==> src/rtl/mem_stage.sv <==
// Memory-access pipeline stage: loads/stores over a req/ack handshake, stalls upstream while busy.
// Optional access timeout with error pulse is enabled by defining MEM_TIMEOUT_EN.
module mem_stage #(
  parameter int unsigned     WIDTH    = 32,
  parameter int unsigned     OPW      = 4,
  parameter logic [OPW-1:0]  OP_LOAD  = OPW'(4'h4),
  parameter logic [OPW-1:0]  OP_STORE = OPW'(4'h5),
  parameter int unsigned     TIMEOUT  = 16
) (
  input  logic             clk,
  input  logic             rst,
  input  logic             valid_in,
  input  logic [WIDTH-1:0] ir_in,
  input  logic [WIDTH-3:0] pc_in,
  input  logic [WIDTH-1:0] x_in,
  input  logic [WIDTH-1:0] y_in,
  output logic             stall_out,
  output logic             dmem_req,
  output logic             dmem_we,
  output logic [WIDTH-1:0] dmem_addr,
  output logic [WIDTH-1:0] dmem_wdata,
  input  logic [WIDTH-1:0] dmem_rdata,
  input  logic             dmem_ack,
  output logic             valid_out,
  output logic [WIDTH-1:0] ir_out,
  output logic [WIDTH-3:0] pc_out,
  output logic [WIDTH-1:0] z_out,
  output logic             err_out
);

  typedef enum logic [0:0] {StIdle, StWait} state_e;

  state_e           state_q;
  logic             valid_out_q, req_q, we_q;
  logic [WIDTH-1:0] ir_out_q, z_out_q, ir_lat_q;
  logic [WIDTH-3:0] pc_out_q, pc_lat_q;
  // The dmem address/wdata registers double as the latched X and Y operands.
  logic [WIDTH-1:0] addr_q, wdata_q;

  logic [OPW-1:0] opcode;
  logic           is_load, is_store, is_mem, timeout_hit;

  assign opcode   = ir_in[WIDTH-1 -: OPW];
  assign is_load  = (opcode == OP_LOAD);
  assign is_store = (opcode == OP_STORE);
  assign is_mem   = is_load || is_store;

`ifdef MEM_TIMEOUT_EN
  localparam int unsigned CntW = (TIMEOUT > 1) ? $clog2(TIMEOUT) : 1;
  logic [CntW-1:0] cnt_q;
  logic            err_q;
  // Fires in the TIMEOUT-th WAIT cycle; an ack in that same cycle takes priority.
  assign timeout_hit = (state_q == StWait) && !dmem_ack && (cnt_q == CntW'(TIMEOUT - 1));
  assign err_out     = err_q;
`else
  assign timeout_hit = 1'b0;
  assign err_out     = 1'b0;
`endif

  // The held instruction retires on the ack (or timeout) edge, so upstream may advance then.
  always_comb begin
    stall_out = 1'b0;
    if (state_q == StIdle) stall_out = valid_in && is_mem;
    else                   stall_out = !(dmem_ack || timeout_hit);
  end

  always_ff @(posedge clk) begin
    if (rst) begin
      state_q     <= StIdle;
      valid_out_q <= 1'b0;
      req_q       <= 1'b0;
      we_q        <= 1'b0;
      ir_out_q    <= '0;
      pc_out_q    <= '0;
      z_out_q     <= '0;
      ir_lat_q    <= '0;
      pc_lat_q    <= '0;
      addr_q      <= '0;
      wdata_q     <= '0;
`ifdef MEM_TIMEOUT_EN
      cnt_q       <= '0;
      err_q       <= 1'b0;
`endif
    end else begin
      valid_out_q <= 1'b0;
`ifdef MEM_TIMEOUT_EN
      err_q       <= 1'b0;
`endif
      unique case (state_q)
        StIdle: begin
          if (valid_in && is_mem) begin
            ir_lat_q <= ir_in;
            pc_lat_q <= pc_in;
            addr_q   <= x_in;
            wdata_q  <= y_in;
            we_q     <= is_store;
            req_q    <= 1'b1;
            state_q  <= StWait;
`ifdef MEM_TIMEOUT_EN
            cnt_q    <= '0;
`endif
          end else if (valid_in) begin
            ir_out_q    <= ir_in;
            pc_out_q    <= pc_in;
            z_out_q     <= x_in;
            valid_out_q <= 1'b1;
          end
        end
        StWait: begin
          if (dmem_ack) begin
            req_q       <= 1'b0;
            ir_out_q    <= ir_lat_q;
            pc_out_q    <= pc_lat_q;
            z_out_q     <= we_q ? addr_q : dmem_rdata;
            valid_out_q <= 1'b1;
            state_q     <= StIdle;
          end
`ifdef MEM_TIMEOUT_EN
          else if (timeout_hit) begin
            req_q       <= 1'b0;
            ir_out_q    <= ir_lat_q;
            pc_out_q    <= pc_lat_q;
            z_out_q     <= '0;
            valid_out_q <= 1'b1;
            err_q       <= 1'b1;
            state_q     <= StIdle;
          end else begin
            cnt_q <= cnt_q + 1'b1;
          end
`endif
        end
        default: state_q <= StIdle;
      endcase
    end
  end

  assign valid_out  = valid_out_q;
  assign ir_out     = ir_out_q;
  assign pc_out     = pc_out_q;
  assign z_out      = z_out_q;
  assign dmem_req   = req_q;
  assign dmem_we    = we_q;
  assign dmem_addr  = addr_q;
  assign dmem_wdata = wdata_q;

endmodule

==> config.mk <==
export PLATFORM = sky130hd
export DESIGN_NAME = mem_stage
export DESIGN_NICKNAME = d
export VERILOG_FILES = /design/src/rtl/mem_stage.sv
export SDC_FILE = /design/constraint.sdc
export NUM_CORES = 1
export LEC_CHECK = 0
export ABC_AREA = 1
export BUFFER_PORTS_ARGS = -buffer_cell sky130_fd_sc_hd__buf_2
export CAP_MARGIN = 20
export CORE_MARGIN = 3
export CORE_UTILIZATION = 40
export CTS_BUF_LIST = sky130_fd_sc_hd__clkbuf_4 sky130_fd_sc_hd__clkbuf_8
export CTS_CLUSTER_DIAMETER = 80
export DETAILED_ROUTE_END_ITERATION = 7
export PLACE_DENSITY = 0.67
export SETUP_SLACK_MARGIN = 0.4
export SLEW_MARGIN = 20
export SYNTH_ARGS = -nofsm -noshare
export SYNTH_HDL_FRONTEND = slang
export SYNTH_SLANG_ARGS = --single-unit
==> constraint.sdc <==
create_clock -name clk -period 1.4 [get_ports clk]
set_input_delay 0.28 -clock clk [delete_from_list [all_inputs] [get_ports clk]]
set_output_delay 0.28 -clock clk [all_outputs]
set_load 0.03 [all_outputs]
==> results.cfg, run 1 <==
[run_status]
outcome = finished, violations left
violations = setup timing

[synthesis]
synth_nets = 1593
yosysMostFrequentCell = nor2_1
synthAdderAreaFrac_pct = 0
avgSynthCellArea_um2 = 6.83
synth_xor_area_share_pct = 0
synth_edf_count = 0
synth_seq_area_share_pct = 45.9
yosysTopAreaCell = dfxtp_1
synth_cell_type_count = 22
synth.top_cells.by_area = dfxtp_1 46%, nor2_1 17%, nand2_1 13%
synth_flop_cell = dfxtp_1
yosysWarnings = 0
syn-instance-count = 1431
yosysTopAreaCellShare_pct = 45.9
synth_top_family_by_area = simple AND/OR/NAND/NOR gates
netlist_top_cells_count = 451 x nor2_1, 338 x nand2_1, 224 x dfxtp_1
ys_seq_elements = 224
syn_area_um2 = 9780
yosys.area_share.simple_pct = 38.3
synthMuxAreaShare_pct = 0
synth_compound_area_share_pct = 9.42
synth-async-reset-ratio_pct = 0

[placed_design]
gp_congestion = 0.844
place_area_um2 = 11800
io_buffers = 323
place_hpwl_um = 20600

[clock_network]
cts_tree = done
root_buffer = clkbuf_8
numCtsBuffers = 41
worstSkewPairLatency_ns = 0.52
htreeDepth = 2
clock-sinks = 224
cts.path.max_buffers = 3
cts.reportedPaths.clkPinSlew_ns = 0.06

[sta]
fin_hold_ws_ns = 0.0220
setup_viol = 225
hold_viol_final = 0
period_needed_ns = 1.69
finalClockSkew_ns = 0.0136
rsz0062_at_grt = yes
fmax_mhz = 591
maxSlewViolCount = 0
finalCritPeriodShare_pct = 121
setup_ws_ns = -0.291

[route]
drt-wirelength-per-cell_um = 18.0
antenna_left = 0
first_iter_violations = 959
vias = 11400
drt-total-wl_um = 40300
drc = 0
via_per_inst = 5.08
firstDrtPassIters = 5

[critical_path]
required_ns = 1.12
path_buf_inv = 2
slowest_stage = dfxtp_4
crit_family = flip-flops
worst_r2r_path_depth = 8
path_cells = clkinv_4, or2_4, nand2_8, buf_8
worstPathArrival_ns = 1.41
r2r_slack_ns = -0.29
worstReg2RegEnd = ir_lat_q[22]
critPathLaunchType = flop
cp_max_fo = 4
critPathLaunch = state_q
worstSetupPathType = reg2out
critPathCaptureType = primary output
slowest_delay_ns = 0.39
r2r-start = state_q

[final_layout]
final_cell_area_um2 = 15700
fillers = 1913
fin_nets = 2055
post-route-util_pct = 66.2
syn_to_final_growth_pct = 60.9
drive_above_1_share_pct = 34.3

[global_routing]
grt_pass1_wl_um = 57900
grt_max_degree = 62
globalRoute.totalOverflow = 0
antenna_found_initial = 3
grt_pass1_vias = 10800
grt_usage_pct = 27.5

[floorplan]
die_y_um = 162
initial_utilization_pct = 41.2
dieArea_um2 = 26400
num_rows = 56
coreArea_um2 = 23800
pin_count = 325
die_w_um = 162

[min_path]
hold_path.class = in2reg
holdPathStages = 3
min_to = pc_lat_q[9]
hp-start = pc_in[9]

[run]
drv_cap = 0

[power]
p_total_w = 0.0168
p_per_area_nw_per_um2 = 1070
ir_worst_vdd_v = 0.000715
leakage_nw = 7.57
## layout by cell type, fill, tap and decap left out, types with 22 or more instances in the layout
cell type,instances
buf_2,271
buf_4,51
buf_6,57
clkbuf_8,48
dfxtp_1,172
dfxtp_2,49
dlygate4sd3_1,85
nand2_1,337
nand3b_1,88
nor2_1,426
nor2_2,22
o21ai_0,50
o21ai_1,70
o21ai_2,47
## through the flow
stage	cells	TNS [ns]	setup WS (ns)
3_5_place_dp	2000	-15.15	-0.131
6_report	2240	-32.07	-0.291
2_1_floorplan	1431	0	0.0505
5_1_grt	2240	-44.27	-0.363
4_1_cts	2221	-17.41	-0.330
3_3_place_gp	2000	-11.07	-0.110
## layer usage
layer	share of wire [%]	GRT usage (%)	vias up
li1	-	-	5446
met1	39	34.0	5249
met2	48	45.7	568
met3	8.7	6.97	112
met4	4.0	11.2	4
met5	0.060	0	-
## flip-flops by register name, summed over array words and instances, names as in the netlist
register,cells
state_q,1
pc_lat_q,30
ir_lat_q,32
pc_out,30
dmem_we,1
valid_out,1
ir_out,32
dmem_addr,32
z_out,32
dmem_req,1
dmem_wdata,32
## repair_timing
item | 4_1_cts | 5_1_grt
gates cloned | 19 | 14
buffers inserted | 49 | 2
hold buffers | 83 | 2
pin swaps | 8 | 4
setup endpoints to repair | 386 | 386
gates resized for setup | 320 | 94
hold endpoints to repair | 83 | 2
## power by group
group          internal, W  switching (W)
combinational      0.00150        0.00203
clock              0.00357        0.00272
sequential         0.00676       0.000201
## logic make-up after synthesis
family / Yosys count
simple gates: 896
compound gates: 184
other cells: 1
flops: 224
buf+inv: 126
## worst reg2reg max path, delay by kind of cell (launching register included)
| family | cells | cell delay (ns) |
|---|---|---|
| AOI/OAI and AO/OA | 1 | 0.14 |
| buffers and inverters | 4 | 0.75 |
| DFF | 1 | 0.37 |
| and+or+nand+nor | 3 | 0.32 |
## how the worst max path moves through the flow
| stage | endpoint | cells after the start |
|---|---|---|
| finish | stall_out | 4 |
| floorplan | stall_out | 7 |
| CTS | stall_out | 4 |
| global route | ir_lat_q[22] | 8 |
| detailed placement | dmem_wdata[19] | 6 |
| global placement | dmem_wdata[19] | 6 |
## layout make-up
| cell class | count | area, µm² | share of cell area [%] |
|---|---|---|---|
| Multi-Input combinational cell | 1081 | 5090 | 32.3 |
| Inverter | 18 | 110 | 0.700 |
| Clock buffer | 66 | 796 | 5.06 |
| Antenna cell | 1 | 2.50 | 0.0159 |
| Timing Repair Buffer | 526 | 4740 | 30.2 |
| Clock inverter | 4 | 22.5 | 0.143 |
| Timing Repair inverter | 1 | 11.3 | 0.0716 |
| Tap cell | 319 | 399 | 2.54 |
| Sequential cell | 224 | 4560 | 29.0 |
No activity file was read; power rests on OpenSTA's default activity.
==> inputs of run 2 (changes only) <==
--- a/config.mk
+++ b/config.mk
@@ -13,7 +13,7 @@
 export CTS_BUF_LIST = sky130_fd_sc_hd__clkbuf_4 sky130_fd_sc_hd__clkbuf_8
 export CTS_CLUSTER_DIAMETER = 80
 export DETAILED_ROUTE_END_ITERATION = 7
-export PLACE_DENSITY = 0.67
+export PLACE_DENSITY = 0.66
 export SETUP_SLACK_MARGIN = 0.4
 export SLEW_MARGIN = 20
 export SYNTH_ARGS = -nofsm -noshare
==> run 2 against run 1 <==
The run ends with hold timing, setup timing left. Final cell count increased by 0.40%. Die area is the same. Worst setup slack got worse by 0.028 ns. Clock power barely moved. Critical path type unchanged. Fmax is 1.7% lower. Global-route usage up 0.55 points. Hold slack worse by 0.030 ns. Count of clock-buffer cells in the layout fell by 3.
==> results.cfg, run 2 (same netlist as run 1, synthesis figures left out) <==
[run_status]
outcome = finished, violations left
violations = hold timing, setup timing

[route]
antenna_left = 0
drc = 0
vias = 11500
first_iter_violations = 845
drt-total-wl_um = 42200
via_per_inst = 5.11
firstDrtPassIters = 6
drt-wirelength-per-cell_um = 18.8

[power]
pwr-share-comb_pct = 21.8
leakage_nw = 7.82
p_int_w = 0.0119
p_clk_share_pct = 37.0
p_seq_share_pct = 41.2
p_sw_w = 0.00504
ir_worst_vdd_v = 0.000753
p_sw_share_pct = 29.8
p_per_area_nw_per_um2 = 1040

[min_path]
hp-start = y_in[11]
min_to = dmem_wdata[11]
hold_path.class = in2reg
holdPathStages = 3

[critical_path]
crit_family = flip-flops
slowest_stage = dfxtp_4
critPathLaunchType = flop
critPathCaptureType = primary output
r2r_slack_ns = -0.24
worstSetupPathType = reg2out
r2r-start = state_q
worst_r2r_path_depth = 11
slowest_delay_ns = 0.36
path_cells = nor2_4, nand3_4, buf_12, nand2_8, buf_8
required_ns = 1.12
path_buf_inv = 2
cp_max_fo = 3
worstReg2RegEnd = z_out[11]
worstPathArrival_ns = 1.44

[floorplan]
coreArea_um2 = 23800
initial_utilization_pct = 41.2
num_rows = 56
dieArea_um2 = 26400
pin_count = 325
die_y_um = 162
die_w_um = 162

[final_layout]
fin_nets = 2067
layout_common_cells = 407 x nor2_1, 330 x nand2_1, 229 x buf_2
drive_above_1_share_pct = 37.5
mostFrequentLayoutCell = nor2_1
syn_to_final_growth_pct = 67.1
stdcell_count = 2249

[sta]
rsz0062_at_grt = yes
period_needed_ns = 1.72
fin_tns_setup_ns = -25.85
finalClockSkew_ns = 0.0262
setup_viol = 212
fin_hold_ws_ns = -0.00792
maxSlewViolCount = 0
hold_viol_final = 1
fmax_mhz = 582
finalCritPeriodShare_pct = 123
setup_ws_ns = -0.320

[clock_network]
root_buffer = clkbuf_8
numCtsBuffers = 40
htreeDepth = 2
cts.reportedPaths.clkPinSlew_ns = 0.06
cts_tree = done
worstSkewPairLatency_ns = 0.54
clock-sinks = 224
cts.path.max_buffers = 3

[global_routing]
grt_usage_pct = 28.0
globalRoute.totalOverflow = 0
grt_max_degree = 52
grt_pass1_wl_um = 59600
antenna_found_initial = 3
grt_pass1_vias = 11000

[placed_design]
gp_congestion = 0.815
post-place-cells = 2012
place_hpwl_um = 21500
io_buffers = 323

[run]
drv_cap = 0
run 2: final cells by class:
cell class,instances,area (µm²)
fill,1837,7420
timing repair buffer,538,5360
multi-input combinational,1081,5020
sequential,224,4600
clock buffer,63,779
tap,319,399
inverter,18,130
timing repair inverter,2,36.3
clock inverter,3,15.0
antenna,1,2.50
run 2: worst max path at each step:
| stage | slack, ns | end | from | depth (start not counted) |
|---|---|---|---|---|
| after floorplan | 0.05 | stall_out | state_q | 7 |
| after global placement | -0.11 | ir_out[9] | ir_in[31] | 9 |
| after detailed placement | -0.16 | ir_out[13] | ir_in[31] | 9 |
| after CTS | -0.34 | stall_out | state_q | 5 |
| after global routing | -0.38 | stall_out | state_q | 5 |
| final | -0.32 | stall_out | state_q | 5 |
run 2: metal layers:
metal / track usage [%] / vias up / share of wire (%)
met3: 7.27 / 99 / 8.4
met5: 0 / - / 0.064
met4: 8.84 / 4 / 3.0
met2: 48.3 / 551 / 48
li1: - / 5481 / -
met1: 34.2 / 5364 / 40
run 2: what timing repair did:
item | 4_1_cts | 5_1_grt
setup endpoints to repair | 386 | 386
hold endpoints to repair | 54 | 0
hold buffers | 54 | 0
resized for setup | 314 | 198
pin swaps | 4 | 46
gates cloned | 19 | 24
buffers inserted | 48 | 25
run 2: metrics by stage:
step / total power, W / worst slack (ns) / hold slack [ns] / cell area [µm²] / util [%]
2_1_floorplan: 0.00876 / 0.0505 / 0.349 / 9850 / -
3_3_place_gp: 0.00969 / -0.110 / 0.432 / 11900 / 50.2
3_5_place_dp: 0.00972 / -0.162 / 0.434 / 11900 / 50.2
4_1_cts: 0.0166 / -0.338 / 0.000244 / 15100 / 63.5
5_1_grt: 0.0176 / -0.377 / 0.0118 / 16300 / 68.8
6_report: 0.0169 / -0.320 / -0.00792 / 16300 / 68.8
run 2: worst reg2reg max path: cells and delay by family, from the launching register on:
family / cells / cell delay [ns]
buf+inv: 7 / 0.89
simple gates: 3 / 0.21
compound gates: 1 / 0.05
flops: 1 / 0.36
run 2: power groups by stage:
stage / Combinational, W / Sequential [W] / Clock, W
6_report: 0.00369 / 0.00699 / 0.00626
5_1_grt: 0.00395 / 0.00702 / 0.00666
4_1_cts: 0.00325 / 0.00697 / 0.00634
3_5_place_dp: 0.00267 / 0.00705 / 0
3_3_place_gp: 0.00264 / 0.00704 / 0
2_1_floorplan: 0.00113 / 0.00763 / 0
